<file path="src/rtl/adder_bist_pkg.sv">
// rtl/adder_bist_pkg.sv - shared state encoding and width helpers for adder_bist
package adder_bist_pkg;

  typedef enum logic [1:0] {
    ST_IDLE = 2'd0,
    ST_RUN  = 2'd1,
    ST_DONE = 2'd2
  } state_t;

  // Vector index width: a, b and cin concatenated
  function automatic int vec_width(input int width);
    return 2 * width + 1;
  endfunction

  // Error counter width: one bit wider than the vector index, so a full run never saturates
  function automatic int cnt_width(input int width);
    return 2 * width + 2;
  endfunction

endpackage

</file>
<file path="src/rtl/adder_golden.sv">
// rtl/adder_golden.sv - combinational reference model producing {cout,sum} of a + b + cin
module adder_golden #(
  parameter int WIDTH = 1
) (
  input  logic [WIDTH-1:0] a,
  input  logic [WIDTH-1:0] b,
  input  logic             cin,
  output logic [WIDTH:0]   result
);

  // Zero-extend every operand to WIDTH+1 bits so the carry-out lands in the top bit
  always_comb begin
    result = {1'b0, a} + {1'b0, b} + {{WIDTH{1'b0}}, cin};
  end

endmodule

</file>
<file path="src/rtl/adder_bist.sv">
// rtl/adder_bist.sv - exhaustive BIST for a combinational adder (optional ADDER_BIST_STOP_ON_FAIL_EN)
module adder_bist
  import adder_bist_pkg::*;
#(
  parameter int WIDTH = 1
) (
  input  logic                     clk,
  input  logic                     reset,
  input  logic                     start,
  output logic [WIDTH-1:0]         a,
  output logic [WIDTH-1:0]         b,
  output logic                     cin,
  input  logic [WIDTH-1:0]         sum,
  input  logic                     cout,
  output logic                     busy,
  output logic                     done,
  output logic                     pass,
  output logic [2*WIDTH+1:0]       err_count,
  output logic                     fail_valid,
  output logic [2*WIDTH:0]         fail_vec
);

  localparam int VW = vec_width(WIDTH);
  localparam int CW = cnt_width(WIDTH);

  state_t          state_q;
  state_t          state_d;
  logic [VW-1:0]   vec_q;
  logic [CW-1:0]   err_q;
  logic            fail_valid_q;
  logic [VW-1:0]   fail_vec_q;

  logic [WIDTH:0]  golden;
  logic            last_vec;
  logic            mismatch;
  logic            clear_run;
  logic            finish;

  // vec is forced to zero whenever the FSM leaves RUN, so the operands are 0 outside a run
  assign a   = vec_q[WIDTH-1:0];
  assign b   = vec_q[2*WIDTH-1:WIDTH];
  assign cin = vec_q[2*WIDTH];

  adder_golden #(
    .WIDTH (WIDTH)
  ) u_golden (
    .a      (a),
    .b      (b),
    .cin    (cin),
    .result (golden)
  );

  assign last_vec = (vec_q == {VW{1'b1}});
  assign mismatch = (state_q == ST_RUN) && ({cout, sum} != golden);

  assign busy       = (state_q == ST_RUN);
  assign done       = (state_q == ST_DONE);
  assign pass       = done && (err_q == '0);
  assign err_count  = err_q;
  assign fail_valid = fail_valid_q;
  assign fail_vec   = fail_vec_q;

  // State register
  always_ff @(posedge clk) begin
    if (reset) begin
      state_q <= ST_IDLE;
    end else begin
      state_q <= state_d;
    end
  end

  // Next-state logic; start is only honoured outside RUN
  always_comb begin
    state_d   = state_q;
    clear_run = 1'b0;
    finish    = 1'b0;
    case (state_q)
      ST_IDLE, ST_DONE: begin
        if (start) begin
          state_d   = ST_RUN;
          clear_run = 1'b1;
        end
      end
      ST_RUN: begin
`ifdef ADDER_BIST_STOP_ON_FAIL_EN
        if (mismatch || last_vec) begin
`else
        if (last_vec) begin
`endif
          state_d = ST_DONE;
          finish  = 1'b1;
        end
      end
      default: begin
        state_d = ST_IDLE;
      end
    endcase
  end

  // Vector counter and result registers; results are held untouched in DONE
  always_ff @(posedge clk) begin
    if (reset || clear_run) begin
      vec_q        <= '0;
      err_q        <= '0;
      fail_valid_q <= 1'b0;
      fail_vec_q   <= '0;
    end else if (state_q == ST_RUN) begin
      if (mismatch) begin
        if (err_q != {CW{1'b1}}) begin
          err_q <= err_q + CW'(1);
        end
        if (!fail_valid_q) begin
          fail_valid_q <= 1'b1;
          fail_vec_q   <= vec_q;
        end
      end
      vec_q <= finish ? '0 : vec_q + VW'(1);
    end
  end

endmodule

</file>
<file path="config.mk">
export PLATFORM = sky130hd
export DESIGN_NAME = adder_bist
export DESIGN_NICKNAME = d
export VERILOG_FILES = /design/src/rtl/adder_bist_pkg.sv /design/src/rtl/adder_golden.sv /design/src/rtl/adder_bist.sv
export SDC_FILE = /design/constraint.sdc
export NUM_CORES = 1
export LEC_CHECK = 0
export ABC_AREA = 1
export BUFFER_PORTS_ARGS = -buffer_cell sky130_fd_sc_hd__buf_2
export CAP_MARGIN = 0
export CORE_MARGIN = 4
export CORE_UTILIZATION = 55
export DETAILED_ROUTE_END_ITERATION = 16
export PLACE_DENSITY_LB_ADDON = 0.2
export SLEW_MARGIN = 15
export SYNTH_ARGS = -nofsm -noshare
export SYNTH_HDL_FRONTEND = slang
export SYNTH_SLANG_ARGS = --single-unit
</file>
<file path="constraint.sdc">
create_clock -name clk -period 3 [get_ports clk]
set_input_delay 0.45 -clock clk [delete_from_list [all_inputs] [get_ports clk]]
set_output_delay 0.45 -clock clk [all_outputs]
set_load 0.02 [all_outputs]
</file>
==> results of run 1 <==
-- flip-flops by register name, summed over array words and instances (netlist names) --
| name | flops |
|---|---|
| fail_valid | 1 |
| fail_vec | 3 |
| err_count | 4 |
| state_q | 2 |
| vec_q | 3 |
-- per-layer routing --
layer / share of wire [%] / up-vias / GRT usage (%)
li1: - / 385 / -
met1: 46 / 313 / 21.20
met2: 45 / 20 / 26.18
met3: 6.2 / 5 / 4.743
met4: 2.9 / 0 / 10.23
met5: 0 / - / 0
-- cell families after synthesis --
logic type	share of synthesized area, %
flops	33.12
fa+ha+maj	8.918
compound gates	7.644
simple gates	33.12
buf+inv	17.20
-- placed cells by master (no fill, tap or decap) --
cell	count
nand4_1	7
nor2_1	12
buf_2	18
nor2_8	1
nand3_1	5
inv_2	3
nand2_1	25
dfxtp_1	13
nand3_2	1
a21oi_4	1
inv_1	27
clkbuf_4	3
nor3_1	1
ha_1	4
a21oi_2	1
o21ai_1	2
a21oi_1	5
clkbuf_1	1
nand2_2	1
fa_1	1
nor2_4	1
-- final timing paths --
kind | end | slack, ns | depth (start not counted)
max | pass | 1.27 | 5
min | state_q[0] | 0.38 | 2
max reg2reg | err_count[1] | 1.27 | 9
min reg2reg | fail_vec[1] | 0.51 | 4
-- power breakdown --
part	switching, W	internal (W)
combinational	0.0000536	0.0000269
sequential	0.00000527	0.000180
clock	0.0000607	0.0000517
-- critical path, delay by kind of cell, from the launching register on --
| family | cells | cell delay [ns] |
|---|---|---|
| flops | 1 | 0.36 |
| simple gates | 2 | 0.23 |
| fa+ha+maj | 1 | 0.14 |
| buf+inv | 2 | 0.28 |
-- final cells by class --
cell class | count | area (µm²) | area share, %
tap | 15 | 18.77 | 2.089
timing repair buffer | 18 | 90.09 | 10.03
multi-input combinational | 68 | 390.4 | 43.45
sequential | 13 | 260.3 | 28.97
inverter | 30 | 112.6 | 12.53
clock buffer | 4 | 26.28 | 2.925
-- per-stage QoR --
step                hold WS, ns  area, µm²
finish                   0.3818      898.4
global route             0.3835      898.4
CTS                      0.3788      898.4
detailed placement       0.5018      872.1
global placement         0.4929      872.1
floorplan                0.5191      785.8
==> results.yml, run 1 <==
clock_tree:
  clock_latency_ns: 0.28
  cts_resized: 0
  post_cts.repair.setup_buffers: 0
  root_buffer: "clkbuf_4"
  clk_path_buf_depth: 2
  cts.hold.buffers_added: 0
  clkTransAtPathRegs_ns: 0.08
  cts.sinks: 13
  cts_made_buffers: 3
  htreeDepth: 1
  cts_tree: "done"
route:
  firstDrtPassIters: 4
  wl_per_cell_um: 9.851
  drc: 0
  drt_iter0_drc: 14
  routed_via_density: 4.885
  postRouteAntennaNets: 0
  routed_wl_um: 1458
  num_vias: 723
finish:
  final_util_pct: 68.19
  final_cells: 148
  area_growth_pct: 14.33
  antennaDiodeCount: 0
  nNetsFinal: 144
  drive_above_1_share_pct: 22.56
  n_fill_cell: 129
synth:
  ys_ff_latch: 13
  synth_most_common_cell: "inv_1"
  yosys.area.top_type_share_pct: 33.12
  synth_area_um2: 785.8
  yosysSeqAreaShare_pct: 33.12
  yosys_warnings: 0
  syn_area_per_cell_um2: 6.954
  synthCells: 113
  synth_top_area_cell: "dfxtp_1"
  ys.flop_type: "dfxtp_1"
  async_flop_share_pct: 0
  synth_nets: 123
  synth_area_leaders: "dfxtp_1, inv_1, nand2_1"
  synth-edff-count: 0
  netlist-cell-type-count: 19
  ys_top_cells_by_count: "inv_1, nand2_1, dfxtp_1"
critical_path:
  critPathMaxFanout: 5
  cp_cell_sequence: "inv_1 > ha_1 > nand3_1 > nor3_1 > buf_2"
  arrival_ns: 1.28
  critPathLaunchType: "register"
  crit_required_ns: 2.55
  endpoint_kind: "output pin"
  slowest_stage: "dfxtp_1"
  crit_path_start: "err_count[0]"
  r2r_start: "vec_q[0]"
  cpPeakStageDelay_ns: 0.36
  crit_type: "register to output pin"
sta:
  fin_crit_sh_pct: 57.71
  min_period_ns: 1.731
  worst_slack_ns: 1.269
  fin_tns_setup_ns: 0
  finalMaxSlewViolations: 0
  rsz0062_at_grt: "no"
  max_slew.worst_pin.slew_ns: 0.2938
  fmax_mhz: 577.6
  relSlewSlack_pct: 80.37
  setup-violations-final: 0
  finalClockSkew_ns: 0.001639
  hold_violations: 0
global_route:
  grt_max_degree: 16
  grt_remaining_overflow: 0
  antenna_found_initial: 0
  grt_pass1_vias: 628
  grt_pass1_wl_um: 2490
  grt_use_total_pct: 17.12
run:
  maxCapViolCount: 0
floorplanning:
  num_rows: 13
  dieArea_um2: 2097
  die_x_um: 45.80
  core_um2: 1318
  fp.dieH_um: 45.80
  io-pin-count: 19
  start_util_pct: 59.64
place:
  post-place-ws_ns: 1.284
  io_buffers: 18
  place_inst: 144
  place_hpwl_um: 1134
  routabilityCongestion: 0.7643
power_and_ir_drop:
  leakage_nw: 0.4699
  peakVddDrop_mv: 0.3521
  pwr_density_cell_nw_per_um2: 420.9
  finalPower_w: 0.0003781
min_path:
  worstHoldPathType: "input pin to register"
  hp-start: "reset"
outcome:
  outcome: "completed"
(Power assumes the default switching activity.)
==> inputs of run 2 (changes only) <==
- ABC_AREA: 1 -> 0
- CORE_UTILIZATION: 55 -> 44
- clock period: 3 -> 1.5 ns (I/O delays scaled with it)
==> results.yml, run 2 <==
synth:
  synthAdderAreaFrac_pct: 10.37
  synth_top_area_cell: "dfxtp_1"
  synth_nets: 85
  yosys.area.top_type_share_pct: 38.52
  ys_top_cells_by_count: "dfxtp_1, nor2_1, a21oi_1, inv_1"
  async_flop_share_pct: 0
  synth_mux_area_share_pct: 4.444
  ys_ff_latch: 13
  synth_top_family_by_area: "simple AND/OR/NAND/NOR gates"
  netlist-cell-type-count: 28
  synthSimpleGateAreaFrac_pct: 18.89
  synth_area_um2: 675.6
  synth_compound_area_share_pct: 15.19
  syn_area_per_cell_um2: 9.009
  synthCells: 75
  yosys_warnings: 0
  synth-xor-area-share_pct: 6.481
  synth_most_common_cell: "dfxtp_1"
  synth-edff-count: 0
  synth_area_leaders: "dfxtp_1, ha_1, nor2_1"
  yosysSeqAreaShare_pct: 38.52
  ys.flop_type: "dfxtp_1"
power_and_ir_drop:
  p_seq_share_pct: 49.8
  switching_share_pct: 28.35
  leakage_nw: 0.4248
  peakVddDrop_mv: 0.5326
  power.clock.fraction_pct: 30.9
  pwr_density_cell_nw_per_um2: 777.5
  p_sw_w: 0.0002035
  intPower_w: 0.0005144
  comb_power_share_pct: 19.3
global_route:
  grt_max_degree: 12
  grt_pass1_wl_um: 2490
  grt_use_total_pct: 16.60
  grt_remaining_overflow: 0
  grt_pass1_vias: 607
  antenna_found_initial: 0
route:
  drc: 0
  routed_wl_um: 1524
  postRouteAntennaNets: 0
  wl_per_cell_um: 12.81
  num_vias: 621
  drt_iter0_drc: 2
  routed_via_density: 5.218
  firstDrtPassIters: 4
finish:
  n_fill_cell: 124
  final_cell_mix: "buf_2, nor2_1, buf_4"
  nNetsFinal: 115
  final_cells: 119
  multi_input_area_um2: 416.7
  regArea_um2: 275.3
  mostFrequentLayoutCell: "buf_2"
  antennaDiodeCount: 0
  area_growth_pct: 36.67
  largest_reg_flops: 4
  drive_above_1_share_pct: 48.08
floorplanning:
  start_util_pct: 49.45
  die_x_um: 47.19
  fp.dieH_um: 47.19
  io-pin-count: 19
  num_rows: 13
  core_um2: 1366
  dieArea_um2: 2226
sta:
  rsz0062_at_grt: "yes"
  max_slew.worst_pin.slew_ns: 0.4711
  hold_violations: 0
  finalMaxSlewViolations: 0
  relSlewSlack_pct: 68.59
  fin_tns_setup_ns: -1.867
  fmax_mhz: 562.0
  setup-violations-final: 8
  finalClockSkew_ns: 0.01035
  fin_crit_sh_pct: 118.6
  min_period_ns: 1.779
  worst_slack_ns: -0.2794
clock_tree:
  cts.sinks: 13
  clkTransAtPathRegs_ns: 0.09
  clk_path_buf_depth: 2
  htreeDepth: 1
  cts_made_buffers: 3
  cts_tree: "done"
  clock_latency_ns: 0.28
  root_buffer: "clkbuf_4"
critical_path:
  crit_required_ns: 1.65
  critPathLaunchType: "register"
  critPathMaxFanout: 3
  arrival_ns: 1.93
  crit_type: "register to register"
  endpoint_kind: "register"
place:
  place_hpwl_um: 1087
  io_buffers: 18
  place_inst: 111
  routabilityCongestion: 0.7599
min_path:
  worstHoldPathType: "input pin to register"
outcome:
  outcome: "finished, violations left"
  violations: "negative setup slack"
run:
  maxCapViolCount: 0
-- run 2: cell count changes in the layout (fill, tap and decap cells not counted), sizes merged, moves of 2 or more --
cell | before | now
nand2b | 0 | 3
inv | 30 | 7
mux2i | 0 | 3
buf | 18 | 27
a211oi | 0 | 2
nor2 | 14 | 10
nand2 | 26 | 4
xor2 | 0 | 2
nand3 | 6 | 3
nand4 | 7 | 0
xnor2 | 0 | 3
-- run 2: final timing paths --
| kind | end | slack (ns) | cells after the start | start |
|---|---|---|---|---|
| worst max register to register | fail_vec[0] | -0.28 | 6 | vec_q[0] |
| worst min register to register | fail_valid | 0.50 | 2 | fail_valid |
| worst min-delay path | state_q[1] | 0.10 | 2 | reset |
| worst max-delay path | fail_vec[0] | -0.28 | 6 | vec_q[0] |
-- run 2: timing repair --
action / 4_1_cts / 5_1_grt
pin swaps: 4 / 1
setup endpoints to repair: 9 / 10
hold buffers: 0 / 0
setup buffers: 2 / 2
gates resized for setup: 6 / 5
-- run 2: routing by layer --
layer	track usage, %	vias to the layer above	wire [µm]
met3	3.448	6	54
met1	19.86	291	699
met5	0	-	0
li1	-	311	-
met4	13.81	0	44
met2	25.20	13	725
-- run 2: layout make-up --
class                      instances  area share [%]
multi-input combinational         53           45.12
inverter                           7           2.846
sequential                        13           29.81
tap                               15           2.033
timing repair buffer              27           17.34
clock buffer                       4           2.846
-- run 2: cells by family (layout without fill, tap and decap cells) --
logic type      after synthesis  after routing
compound gates               14             14
xor+xnor                      5              5
fa+ha+maj                     5              5
buf+inv                       9             38
flops                        13             13
mux                           3              3
simple gates                 26             26
-- run 2: power groups by stage --
| stage | Combinational, W | Clock, W | Sequential [W] |
|---|---|---|---|
| after floorplan | 0.0000723 | 0 | 0.000373 |
| after global placement | 0.000112 | 0 | 0.000364 |
| after detailed placement | 0.000115 | 0 | 0.000365 |
| after CTS | 0.000122 | 0.000232 | 0.000357 |
| after global routing | 0.000153 | 0.000252 | 0.000360 |
| final | 0.000138 | 0.000222 | 0.000358 |
-- run 2: per-stage QoR --
| step | setup WS [ns] | utilization, % | area (µm²) | hold WS (ns) | total power, W |
|---|---|---|---|---|---|
| after floorplan | -0.2813 | - | 700.7 | 0.2967 | 0.0004455 |
| after global placement | -0.2522 | 60.90 | 832.0 | 0.4084 | 0.0004761 |
| after detailed placement | -0.2959 | 60.90 | 832.0 | 0.4124 | 0.0004797 |
| after CTS | -0.2786 | 65.02 | 888.4 | 0.1024 | 0.0007113 |
| after global routing | -0.3685 | 67.58 | 923.4 | 0.1111 | 0.0007649 |
| final | -0.2794 | 67.58 | 923.4 | 0.1043 | 0.0007179 |
-- run 2: critical path: stages, from the launching register on --
cell	delay, ns
dfxtp_4	0.34
inv_1	0.07
fa_2	0.47
xor2_2	0.21
a211o_2	0.35
mux2i_1	0.16
nor2_1	0.05
==> inputs of run 3 (changes only) <==
- SKIP_LAST_GASP: default -> 1
- SLEW_MARGIN: 15 -> default
==> results.yml, run 3 (synthesis results as in run 2) <==
route:
  postRouteAntennaNets: 0
  routed_via_density: 5.218
  drc: 0
  firstDrtPassIters: 4
  num_vias: 621
  wl_per_cell_um: 12.81
  drt_iter0_drc: 2
  routed_wl_um: 1524
floorplanning:
  io-pin-count: 19
  dieArea_um2: 2226
  start_util_pct: 49.45
  fp.dieH_um: 47.19
  core_um2: 1366
  num_rows: 13
  die_x_um: 47.19
global_route:
  antenna_found_initial: 0
  use_met2_pct: 25.20
  use_met1_pct: 19.86
  grt_pass1_wl_um: 2490
  gr-max-usage-layer: "met2"
  grt_remaining_overflow: 0
  grt_max_degree: 12
  use_met3_pct: 3.448
  grt_pass1_vias: 607
  grt_use_total_pct: 16.60
clock_tree:
  cts.hold.buffers_added: 0
  clkTransAtPathRegs_ns: 0.09
  clk_path_buf_depth: 2
  cts_made_buffers: 3
  cts.sinks: 13
  root_buffer: "clkbuf_4"
  clock_latency_ns: 0.28
  htreeDepth: 1
  cts_tree: "done"
sta:
  relSlewSlack_pct: 68.59
  finalClockSkew_ns: 0.01035
  hold_violations: 0
  fin_crit_sh_pct: 118.6
  rsz0062_at_grt: "yes"
  fmax_mhz: 562.0
  max_slew.worst_pin.slew_ns: 0.4711
  finalMaxSlewViolations: 0
  worst_slack_ns: -0.2794
  holdWs_ns: 0.1093
  setup-violations-final: 8
  min_period_ns: 1.779
place:
  routabilityCongestion: 0.7599
  io_buffers: 18
  place_hpwl_um: 1087
  placed_area_um2: 832.0
critical_path:
  crit_required_ns: 1.65
  cpPeakStageDelay_ns: 0.47
  arrival_ns: 1.93
  slowest_stage: "fa_2"
  critPathLaunchType: "register"
  cp_cell_sequence: "inv_1 > fa_2 > xor2_2 > a211o_2 > mux2i_1 > nor2_1"
  crit_type: "register to register"
  endpoint_kind: "register"
  critPathMaxFanout: 3
finish:
  final_cell_mix: "buf_2, nor2_1, buf_4"
  area_growth_pct: 36.48
  mostFrequentLayoutCell: "buf_2"
  drive_above_1_share_pct: 47.12
  antennaDiodeCount: 0
  largest_reg_flops: 4
  final_area_um2: 922.1
  nNetsFinal: 115
run:
  maxCapViolCount: 0
outcome:
  outcome: "finished, violations left"
  violations: "negative setup slack"
power_and_ir_drop:
  p_sw_w: 0.0002035
  p_seq_share_pct: 49.8
  comb_power_share_pct: 19.3
  switching_share_pct: 28.35
  leakage_nw: 0.4243
  power.clock.fraction_pct: 30.9
  intPower_w: 0.0005144
  peakVddDrop_mv: 0.5327
  pwr_density_cell_nw_per_um2: 778.6
min_path:
  worstHoldPathType: "input pin to register"
==> run 3: cell type report <==
class,count,area (µm²)
inverter,7,26.28
clock buffer,4,26.28
fill,123,444.2
tap,15,18.77
timing repair buffer,27,160.2
sequential,13,274.0
multi-input combinational,53,416.7
==> run 3: metal layers <==
metal | vias up | part of all wire [%] | wire length (µm)
li1 | 311 | - | -
met1 | 291 | 46 | 699
met2 | 13 | 48 | 725
met3 | 6 | 3.5 | 54
met4 | 0 | 2.9 | 44
met5 | - | 0 | 0
==> run 3: worst max-delay path, delay by kind of cell (launching register included) <==
kind	cells	cell delay (ns)
buffers and inverters	1	0.07
AO/OA/AOI/OAI	1	0.35
adder cells (fa/ha/maj)	1	0.47
flip-flops	1	0.34
AND/OR/NAND/NOR	1	0.05
XOR/XNOR	1	0.21
multiplexers	1	0.16
==> run 3: path summary, 6_finish.rpt <==
kind | startpoint | end | slack (ns) | cells after the start
worst max register to register | vec_q[0] | fail_vec[0] | -0.28 | 6
worst min-delay path | reset | state_q[0] | 0.11 | 2
worst max-delay path | vec_q[0] | fail_vec[0] | -0.28 | 6
worst min register to register | fail_valid | fail_valid | 0.50 | 2
==> run 3: power groups by stage <==
stage                     Combinational (W)  Sequential, W  Clock (W)
after floorplan                   0.0000723       0.000373          0
after global placement             0.000112       0.000364          0
after detailed placement           0.000115       0.000365          0
after CTS                          0.000122       0.000357   0.000232
after global routing               0.000153       0.000360   0.000252
final                              0.000138       0.000358   0.000222
==> run 3: metrics by stage <==
stage / instances / TNS, ns / setup WS, ns / power [W] / utilization [%]
floorplan: 75 / -1.477 / -0.2813 / 0.0004455 / -
global placement: 111 / -1.418 / -0.2522 / 0.0004761 / 60.90
detailed placement: 111 / -1.787 / -0.2959 / 0.0004797 / 60.90
CTS: 117 / -1.828 / -0.2786 / 0.0007113 / 65.02
global route: 119 / -2.660 / -0.3685 / 0.0007649 / 67.49
finish: 119 / -1.867 / -0.2794 / 0.0007180 / 67.49
==> run 3: timing repair <==
action | in CTS | in global routing
endpoints found under the setup margin | 9 | 10
buffers inserted | 2 | 2
pin swaps | 4 | 1
resized for setup | 6 | 4
